[config.mk]
export PLATFORM = sky130hd
export DESIGN_NAME = pll_reset_seq
export DESIGN_NICKNAME = d
export VERILOG_FILES = /design/src/rtl/pll_reset_seq.sv
export SDC_FILE = /design/constraint.sdc
export NUM_CORES = 1
export LEC_CHECK = 0
export CORE_UTILIZATION = 25
export DETAILED_ROUTE_END_ITERATION = 10
export PLACE_DENSITY = 0.48
export SYNTH_ARGS = -nofsm -noshare
export SYNTH_HDL_FRONTEND = slang
export SYNTH_SLANG_ARGS = --single-unit
export TNS_END_PERCENT = 20
[constraint.sdc]
create_clock -name clock -period 3.35 [get_ports clock]
set_clock_uncertainty 0.2 [all_clocks]
set_input_delay 0.8375 -clock clock [delete_from_list [all_inputs] [get_ports clock]]
set_output_delay 0.8375 -clock clock [all_outputs]
set_load 0.005 [all_outputs]
[src/rtl/pll_reset_seq.sv]
// Reset sequencer for the PLL output clock domain. It synchronises and filters LOCK,
// holds every reset through a settle period, then releases the channels one at a time.
module pll_reset_seq #(
    parameter int NUM_RESETS     = 3,
    parameter int SYNC_STAGES    = 2,
    parameter int LOCK_FILTER    = 16,
    parameter int HOLD_CYCLES    = 64,
    parameter int STAGGER_CYCLES = 8,
    parameter int CNT_W          = 16
) (
    input  logic                  clock,
    input  logic                  reset,
    input  logic                  lock,
    input  logic                  restart,
    output logic [NUM_RESETS-1:0] reset_out,
    output logic                  ready,
    output logic [7:0]            lock_lost_count,
    output logic                  locked_sync
);

    typedef enum logic [2:0] {
        S_WAIT_LOCK,
        S_FILTER,
        S_HOLD,
        S_RELEASE,
        S_RUN
    } state_t;

    localparam logic [CNT_W-1:0] FILTER_LAST  = CNT_W'(LOCK_FILTER - 1);
    localparam logic [CNT_W-1:0] HOLD_LAST    = CNT_W'(HOLD_CYCLES - 1);
    localparam logic [CNT_W-1:0] STAGGER_LAST = CNT_W'(STAGGER_CYCLES - 1);
    localparam logic [CNT_W-1:0] CNT_ONE      = CNT_W'(1);
    localparam logic [2:0]       LAST_IDX     = 3'(NUM_RESETS - 1);

    // Lock synchroniser: the only place the raw, asynchronous lock is sampled.
    logic [SYNC_STAGES-1:0] sync_q;
    logic                   lock_s;

    always_ff @(posedge clock) begin
        // NOTE: sequential state always uses non-blocking assignments so every flop
        // samples pre-edge values regardless of block ordering.
        if (reset) begin
            sync_q <= '0;
        end else begin
            sync_q <= {sync_q[SYNC_STAGES-2:0], lock};
        end
    end

    assign lock_s = sync_q[SYNC_STAGES-1];

    state_t                state_q, state_d;
    logic [CNT_W-1:0]      cnt_q, cnt_d;
    logic [2:0]            idx_q, idx_d;
    logic [NUM_RESETS-1:0] rst_q, rst_d;
    logic                  ready_q, ready_d;
    logic [7:0]            lost_q, lost_d;

    logic                  lock_drop;
    logic [2:0]            idx_next;

    always_ff @(posedge clock) begin
        if (reset) begin
            state_q <= S_WAIT_LOCK;
            cnt_q   <= '0;
            idx_q   <= '0;
            rst_q   <= '1;
            ready_q <= 1'b0;
            lost_q  <= '0;
        end else begin
            state_q <= state_d;
            cnt_q   <= cnt_d;
            idx_q   <= idx_d;
            rst_q   <= rst_d;
            ready_q <= ready_d;
            lost_q  <= lost_d;
        end
    end

    always_comb begin
        // NOTE: every variable gets a default first so no path can infer a latch.
        state_d   = state_q;
        cnt_d     = cnt_q;
        idx_d     = idx_q;
        rst_d     = rst_q;
        ready_d   = ready_q;
        lost_d    = lost_q;
        idx_next  = idx_q + 3'd1;
        lock_drop = !lock_s &&
                    (state_q == S_HOLD || state_q == S_RELEASE || state_q == S_RUN);

        // Lock loss beats restart, so a simultaneous restart still counts the drop.
        if (lock_drop) begin
            state_d = S_WAIT_LOCK;
            cnt_d   = '0;
            idx_d   = '0;
            rst_d   = '1;
            ready_d = 1'b0;
            lost_d  = (lost_q == 8'hFF) ? lost_q : lost_q + 8'd1;
        end else if (restart && state_q != S_WAIT_LOCK) begin
            state_d = S_WAIT_LOCK;
            cnt_d   = '0;
            idx_d   = '0;
            rst_d   = '1;
            ready_d = 1'b0;
        end else begin
            unique case (state_q)
                S_WAIT_LOCK: begin
                    if (lock_s) begin
                        state_d = S_FILTER;
                        cnt_d   = '0;
                    end
                end

                S_FILTER: begin
                    if (!lock_s) begin
                        state_d = S_WAIT_LOCK;
                        cnt_d   = '0;
                    end else if (cnt_q == FILTER_LAST) begin
                        state_d = S_HOLD;
                        cnt_d   = '0;
                    end else begin
                        cnt_d = cnt_q + CNT_ONE;
                    end
                end

                S_HOLD: begin
                    if (cnt_q == HOLD_LAST) begin
                        cnt_d    = '0;
                        idx_d    = '0;
                        rst_d[0] = 1'b0;
                        // A single channel needs no stagger phase at all.
                        if (NUM_RESETS == 1) begin
                            state_d = S_RUN;
                            ready_d = 1'b1;
                        end else begin
                            state_d = S_RELEASE;
                        end
                    end else begin
                        cnt_d = cnt_q + CNT_ONE;
                    end
                end

                S_RELEASE: begin
                    if (cnt_q == STAGGER_LAST) begin
                        cnt_d = '0;
                        idx_d = idx_next;
                        for (int i = 0; i < NUM_RESETS; i++) begin
                            if (idx_next == 3'(i)) begin
                                rst_d[i] = 1'b0;
                            end
                        end
                        if (idx_next == LAST_IDX) begin
                            state_d = S_RUN;
                            ready_d = 1'b1;
                        end
                    end else begin
                        cnt_d = cnt_q + CNT_ONE;
                    end
                end

                S_RUN: begin
                end

                default: begin
                    state_d = S_WAIT_LOCK;
                    cnt_d   = '0;
                    idx_d   = '0;
                    rst_d   = '1;
                    ready_d = 1'b0;
                end
            endcase
        end
    end

    assign reset_out       = rst_q;
    assign ready           = ready_q;
    assign lock_lost_count = lost_q;
    assign locked_sync     = lock_s;

endmodule

==> results of run 1 <==
Yosys cell counts, drive strengths merged (7+ instances only):
cell and count:
a211oi 11, a21oi 8, clkbuf 11, dfxtp 36, nand2 21, nand3 11
nand4 7, nor2 15, nor3 7, o311ai 7, xnor2 7, xor2 11
flip-flops by register name, indices dropped and copies added (netlist names):
register	cells
cnt_q	16
idx_q	3
lock_lost_count	8
ready	1
reset_out	3
state_q	3
sync_q	2
power breakdown:
part           internal [mW]  switching, mW
sequential             0.436         0.0192
combinational         0.0473         0.0907
clock                  0.263          0.154
worst max-delay path, stage by stage, from the launching register on:
cell and delay [ns]:
sky130_fd_sc_hd__dfxtp_1 0.34, sky130_fd_sc_hd__or4_4 0.56, sky130_fd_sc_hd__or4_4 0.50, sky130_fd_sc_hd__o31a_1 0.46, sky130_fd_sc_hd__or4_4 0.67, sky130_fd_sc_hd__o32a_1 0.18
layer usage:
metal / GRT usage [%] / up-vias / wire length (um)
met5: 0 / - / 0
met4: 5.820 / 0 / 102
met3: 1.852 / 9 / 104
met2: 18.31 / 19 / 2085
met1: 15.88 / 782 / 2371
li1: - / 875 / -
path summary, 6_finish.rpt:
path,cells after the start,endpoint,startpoint
setup / recovery,5,reset_out[2],cnt_q[9]
hold / removal,1,sync_q[1],sync_q[0]
setup reg to reg,5,reset_out[2],cnt_q[9]
hold reg to reg,1,sync_q[1],sync_q[0]
metrics by stage:
step / area (um2) / hold WS [ns] / instances / utilization [%] / setup WS, ns
3_3_place_gp: 2227 / 0.2334 / 334 / 28.97 / 0.3884
6_report: 2354 / 0.2602 / 342 / 30.62 / 0.3422
3_5_place_dp: 2227 / 0.2416 / 334 / 28.97 / 0.3750
4_1_cts: 2354 / 0.2614 / 342 / 30.62 / 0.3489
5_1_grt: 2354 / 0.2670 / 342 / 30.62 / 0.2528
2_1_floorplan: 1971 / 0.2138 / 225 / - / 0.5188
cells by family after synthesis:
| group | share of synthesized area, % |
|---|---|
| flip-flops | 36.57 |
| buffers and inverters | 4.063 |
| adder cells (fa/ha/maj) | 3.809 |
| multiplexers | 2.603 |
| AND/OR/NAND/NOR | 26.60 |
| XOR/XNOR | 8.000 |
| AO/OA/AOI/OAI | 18.35 |
area by class of cell:
| type | instances | area (um2) |
|---|---|---|
| tap | 102 | 127.6 |
| fill | 834 | 5334 |
| clock buffer | 7 | 96.34 |
| clock inverter | 1 | 30.03 |
| inverter | 3 | 11.26 |
| timing repair buffer | 21 | 197.7 |
| multi-input combinational | 172 | 1170 |
| sequential | 36 | 720.7 |
==> results.md, run 1 <==
Setup path:
- The classification of the worst setup path is flop to flop.
- STA classifies the critical path startpoint as a flop.
- The worst reg-to-reg setup slack is between 0.3 and 0.4 ns.
- The kind of capture point of the worst setup path is a flop.
- The worst endpoint data arrival time is 2.99 ns.
- The critical-path maximum fanout is 19.
- Data on the critical path is required at its endpoint by about 3.3 ns.

Layout:
- The area growth from synthesis to layout is 19.43%.
- The library cell used most frequently in the layout, excluding fill and tap cells, is sky130_fd_sc_hd__dfxtp_1.
- In the layout the commonest cells are sky130_fd_sc_hd__dfxtp_1 (36), sky130_fd_sc_hd__nand2_1 (21), sky130_fd_sc_hd__clkdlybuf4s50_1 (16), sky130_fd_sc_hd__nor2_1 (15).
- The repair_antennas step left the layout with diodes totalling 0.
- For this run, the post-layout net count is 249.
- The share of cells above drive strength 1 is 9.167%.

Drt:
- The first detailed-routing pass took 4 iterations.
- The total routed wirelength is 4663 um.
- For this run, design rule violations remaining after detail routing come to 0.
- The number of design-rule violations left by the first detailed-router iteration is 61.
- The detailed router placed 1685 vias in this run.
- In the routed layout, each cell is associated on average with a via count of 4.927.
- The per-cell routed wire length is 13.63 um.
- The post-detailed-route count of antenna-violating nets is 0.

GRT:
- The first global-routing pass estimated 7817 um of wire.
- The overall overflow remaining after global route is 0.
- The all-layer global routing usage is between 10% and 20%.
- The largest net degree at the start of global routing is 20.
- The via count of the first global-routing pass is 1550.
- The number of antenna violations at the first check in global routing is 0.

Yosys:
- The async set-reset flop share out of synthesis is 0%.
- The number of nets produced by synthesis is 235.
- The number of synthesized register bits is 36.
- Synthesis produced a netlist whose cell count is 225.
- Yosys mapped a number of flops with a built-in enable equal to 0.
- The area fraction of the dominant cell type after synthesis is 36.57%.
- The Yosys warning count is 0.
- The average size of a mapped cell is about 8.8 um2.
- Ranked by total cell area, the synthesized netlist is headed by sky130_fd_sc_hd__dfxtp_1 (37%), sky130_fd_sc_hd__xor2_1 (4.9%), sky130_fd_sc_hd__a211oi_1 (4.2%).
- The synthesized design spends more area on one cell type than any other, namely sky130_fd_sc_hd__dfxtp_1.
- The count of cell types in the netlist is 50.
- The post-synthesis cell area is 1971 um2.
- Summing the sequential cell areas from Yosys gives between 30% and 40% of the chip area.
- The prevailing post-synth register cell is sky130_fd_sc_hd__dfxtp_1.

Run status:
- The flow ran to the end, and the final reports show no timing, DRC or antenna violations.

Floorplanning:
- The initial utilization of the core area, before any placement, comes to around a quarter.
- The die span in y is 90.79 um.
- The total die area is about 8200 um2.
- The floorplan has 32 rows.
- The core region is ~7700 um2.
- The die width is a little over 90 um.
- The number of primary I/O pins is 17.

Timing:
- The fmax is around 330 MHz.
- The clock period could shrink to 3.008 ns.
- The portion of the clock cycle consumed by the worst path in the final layout is between 80% and 90%.
- The sum of negative setup slack is 0 ns.
- Setup repair after global routing left no endpoint under its margin.
- The final-report hold violation count is 0.
- Setup violations remaining at the end of the flow were counted as 0.
- Headroom to the max-slew limit came out at 40.27%.
- The max-slew violation count came to 0.
- At the pin with the least slew margin, the transition time is 0.8943 ns.

Power:
- VDD sags by at most 174.7 uV.
- Dividing total power by cell area gives a power density of 428.9 nW/um2.
- The static power due to leakage is a little over 0.8 nW.
- Total power for the finished layout comes to around 1.0 mW.

Clock tree:
- In this run the clock root is driven by a sky130_fd_sc_hd__clkbuf_8.
- Once the clock tree was built, the setup fixing pass inserted 0 buffers.
- Counting the buffers created by CTS gives 5.
- After clock tree synthesis, the clock-pin slew on the worst setup and hold paths is 0.07 ns.
- The quantity of gates resized following cts is 0.
- After clock tree synthesis, the flow added hold-fix buffers numbering 0.
- The maximum clock insertion buffer count is 2.
- TritonCTS built the clock tree.
- The clock reaches the later pin of the worst-skew pair after between 0.2 and 0.3 ns.
- The tree built by TritonCTS fans out to 36 sinks.
- The depth of the CTS H-tree is 2.

Placement:
- The congestion estimate from routability-driven global placement came to 0.7530.
- The total half-perimeter wirelength after legalization and detailed placement is 3220 um.
- The number of I/O port buffers is 16.

Hold path:
- The path category of the worst min-delay check is flop to flop.

Run:
- The tool flagged a number of max-cap violations equal to 0.
Power figures use the tool's default switching activity.
==> run 2: changes to the inputs <==
Settings changed: SLEW_MARGIN from default to 10.
Clock period 3.35 ns to 3 ns, I/O delays scaled along.
==> run 2 against run 1 <==
Effect of this change: worst setup slack got worse by 0.18 ns; sequential power increased by 12%; maximum frequency increased by 5.9%; critical path depth is the same; via count increased by 3.6%; first-iteration DRC count is 23% higher; flip-flop and latch count unchanged; register-to-register slack got worse by 0.18 ns; clock-buffer cell count decreased by 2; highest routed layer unchanged.
==> results.md, run 2 (same netlist as run 1, synthesis figures left out) <==
Drt:
- The first-pass iteration count of the detailed router is 4.
- The number of vias in the routed layout is 1745.
- The count of nets left with antenna violations once routing finished came out at 0.
- The number of remaining DRC errors is 0.
- Using the TritonRoute via totals, the vias-per-cell ratio works out to between 4 and 5.
- For this block, the initial DRC count from the detailed router was 75.
- The routed design has 4752 um of wire.
- In the final routed layout, each cell accounts on average for 13.54 um.

Clock tree:
- The quantity of gates resized following cts is 0.
- The depth of the CTS H-tree is 2.
- For this design, the sink count on the clock tree is 36.
- Counting the buffers created by CTS gives 5.
- The post-CTS setup buffer count is 0.
- The clock-pin slew reported for the worst setup and hold paths after clock tree synthesis is 0.08 ns.
- The clock passes through at most 2 buffers.
- The tree is rooted in a sky130_fd_sc_hd__clkbuf_8.
- The TritonCTS clock tree is built.
- For this design, the CTS-stage hold fixing added 0 buffers.
- The later pin in the worst-skew pair is clocked with a latency of 0.29 ns.

Timing:
- The max-slew violation count was 0.
- Setup repair after global routing left no endpoint under its margin.
- In this run the tightest slew margin relative to its limit is between 60% and 70%.
- At the pin with the least slew margin, the transition time is 0.5778 ns.
- The setup-violating endpoint count in the final report is 0.
- Dividing the final minimum period by the clock period gives 94.68%.
- For this run, the top clock speed supported by timing is 352.1 MHz.
- The sum of negative setup slack is 0 ns.
- The final-report hold violation count is 0.
- The minimum clock period is 2.840 ns.

Setup path:
- The largest individual stage delay along the critical path comes from the cell sky130_fd_sc_hd__or4_4.
- The worst setup path is launched from a flop.
- The worst reg-to-reg setup slack is 0.16 ns.
- On the worst path, the slowest cell contributes a delay of 0.62 ns.
- The number of cells on the critical path is 5.
- At the worst endpoint, the required time is 2.99 ns.
- The startpoint identified for the worst register-to-register timing path is cnt_q[10].
- The critical path is of the flop to flop type.
- Walking the worst path, the cells encountered are or4_4, or4_4, o31a_1, or4_4, o32a_1.
- STA classifies the critical path endpoint as a flop.
- The sum of buffers and inverters on the critical path is 0.
- The number of cell instances on the worst register-to-register path is 5.
- Along the worst path, the maximum fanout reaches 7.
- The kind of cell adding the most delay to the critical path is simple AND/OR/NAND/NOR gates.
- The endpoint identified for the worst register-to-register timing path is reset_out[2].
- For the worst setup path, the data arrival time is ~2.8 ns.
- Following the worst setup path forward leads to its endpoint at reset_out[2].
- The most numerous cell type found on the critical path is sky130_fd_sc_hd__or4_4.
- The launching element of the worst setup path is cnt_q[10].

Layout:
- Leaving out fill and tap cells, the most frequent cell in the layout is sky130_fd_sc_hd__dfxtp_1.
- The share of cells above drive strength 1 is between 10 and 15%.
- In the layout the commonest cells are sky130_fd_sc_hd__dfxtp_1 (36), sky130_fd_sc_hd__nand2_1 (21), sky130_fd_sc_hd__clkdlybuf4s50_1 (16), sky130_fd_sc_hd__nor2_1 (15), sky130_fd_sc_hd__buf_4 (14).
- The register with the highest flop count is cnt_q.
- The finished layout cell area is approximately 2500 um2.
- The number of flip-flops in the largest register is 16.
- The number of filler cells placed in the layout is 823.
- The net count of the finished layout is 258.
- The number of antenna diodes in the final layout is 0.
- Compared with the post-synthesis result, the final layout area differs by 24.51%.

Floorplanning:
- The floorplan step set the die width to 90.79 um.
- The initialized floorplan defines 32 standard-cell rows.
- The total die area is around 8200 um2.
- The die span in y is 90.79 um.
- The core region is 7687 um2.
- The initial core utilization is about a quarter.
- The number of primary I/O pins is 17.

Placement:
- At the end of routability-driven placement, the weighted congestion stood at between 0.7 and 0.8.
- The total half-perimeter wirelength after legalization and detailed placement is 3458 um.
- The placement-stage cell area is 2295 um2.
- During placement, the flow inserted port buffers numbering 16.

GRT:
- The number of antenna violations at the first check in global routing is 0.
- The all-layer global routing usage is about an eighth.
- Entering global routing, the biggest net connects 16 pins.
- The first global-routing pass estimated 7914 um of wire.
- For this run the aggregate overflow at the end of global routing stands at 0.
- The via count of the first global-routing pass is ~1700.

Run:
- Across the run, the number of max-cap violations was 0.

Power:
- Summed over all cells, the static leakage comes to just under 0.9 nW.
- The peak ir drop on the vdd network is 232.2 uV.
- For this design the ratio of total power to cell area is 521.5 nW/um2.

Hold path:
- The path category of the worst min-delay check is flop to flop.
- The hold path startpoint is sync_q[0].

Run status:
- The run finished with clean final reports.
-- run 2: layout make-up --
type                       count  area [um2]  area share [%]
sequential                    36       720.7           29.37
clock inverter                 3       90.09           3.672
clock buffer                   5       68.82           2.805
multi-input combinational    172        1170           47.68
timing repair buffer          30       265.3           10.81
inverter                       3       11.26          0.4590
tap                          102       127.6           5.201
-- run 2: worst register-to-register path, cell delays in order, from the launching register on --
cell and delay (ns):
sky130_fd_sc_hd__dfxtp_1 0.36, sky130_fd_sc_hd__or4_4 0.54, sky130_fd_sc_hd__or4_4 0.50, sky130_fd_sc_hd__o31a_1 0.35, sky130_fd_sc_hd__or4_4 0.62, sky130_fd_sc_hd__o32a_1 0.17
-- run 2: worst min path at each step --
stage	to	slack, ns	cells past startpoint
4_1_cts	sync_q[1]	0.26	1
6_report	sync_q[1]	0.25	1
3_5_place_dp	sync_q[1]	0.23	1
2_1_floorplan	sync_q[1]	0.21	1
3_3_place_gp	sync_q[1]	0.24	1
5_1_grt	sync_q[1]	0.28	1
-- run 2: power by group --
part / internal (mW) / total [mW] / switching [mW] / leakage [nW]
registers: 0.486 / 0.509 / 0.0228 / 0.291
clock network: 0.416 / 0.600 / 0.184 / 0.0784
logic: 0.0644 / 0.171 / 0.106 / 0.505
-- run 2: stage by stage --
step / util, % / std cells / total power, mW / worst slack [ns] / hold slack [ns]
global route: 31.92 / 351 / 1.320 / 0.04786 / 0.2798
detailed placement: 29.85 / 343 / 0.6888 / 0.1688 / 0.2324
finish: 31.92 / 351 / 1.280 / 0.1597 / 0.2543
floorplan: - / 225 / 0.6406 / 0.1688 / 0.2138
CTS: 31.92 / 351 / 1.289 / 0.1673 / 0.2631
global placement: 29.85 / 343 / 0.6887 / 0.1988 / 0.2363
-- run 2: metal layers --
layer / global-route usage [%] / vias up / share of wire (%)
met5: 0 / - / 0
met4: 5.159 / 0 / 1.8
met3: 2.020 / 5 / 1.7
met2: 19.07 / 10 / 47
met1: 15.48 / 841 / 50
li1: - / 889 / -
==> run 3: changes to the inputs <==
Settings changed: CTS_CLUSTER_DIAMETER from default to 100.
==> results of run 3 <==
Final layout, timing and power as in run 2 (identical DEF).
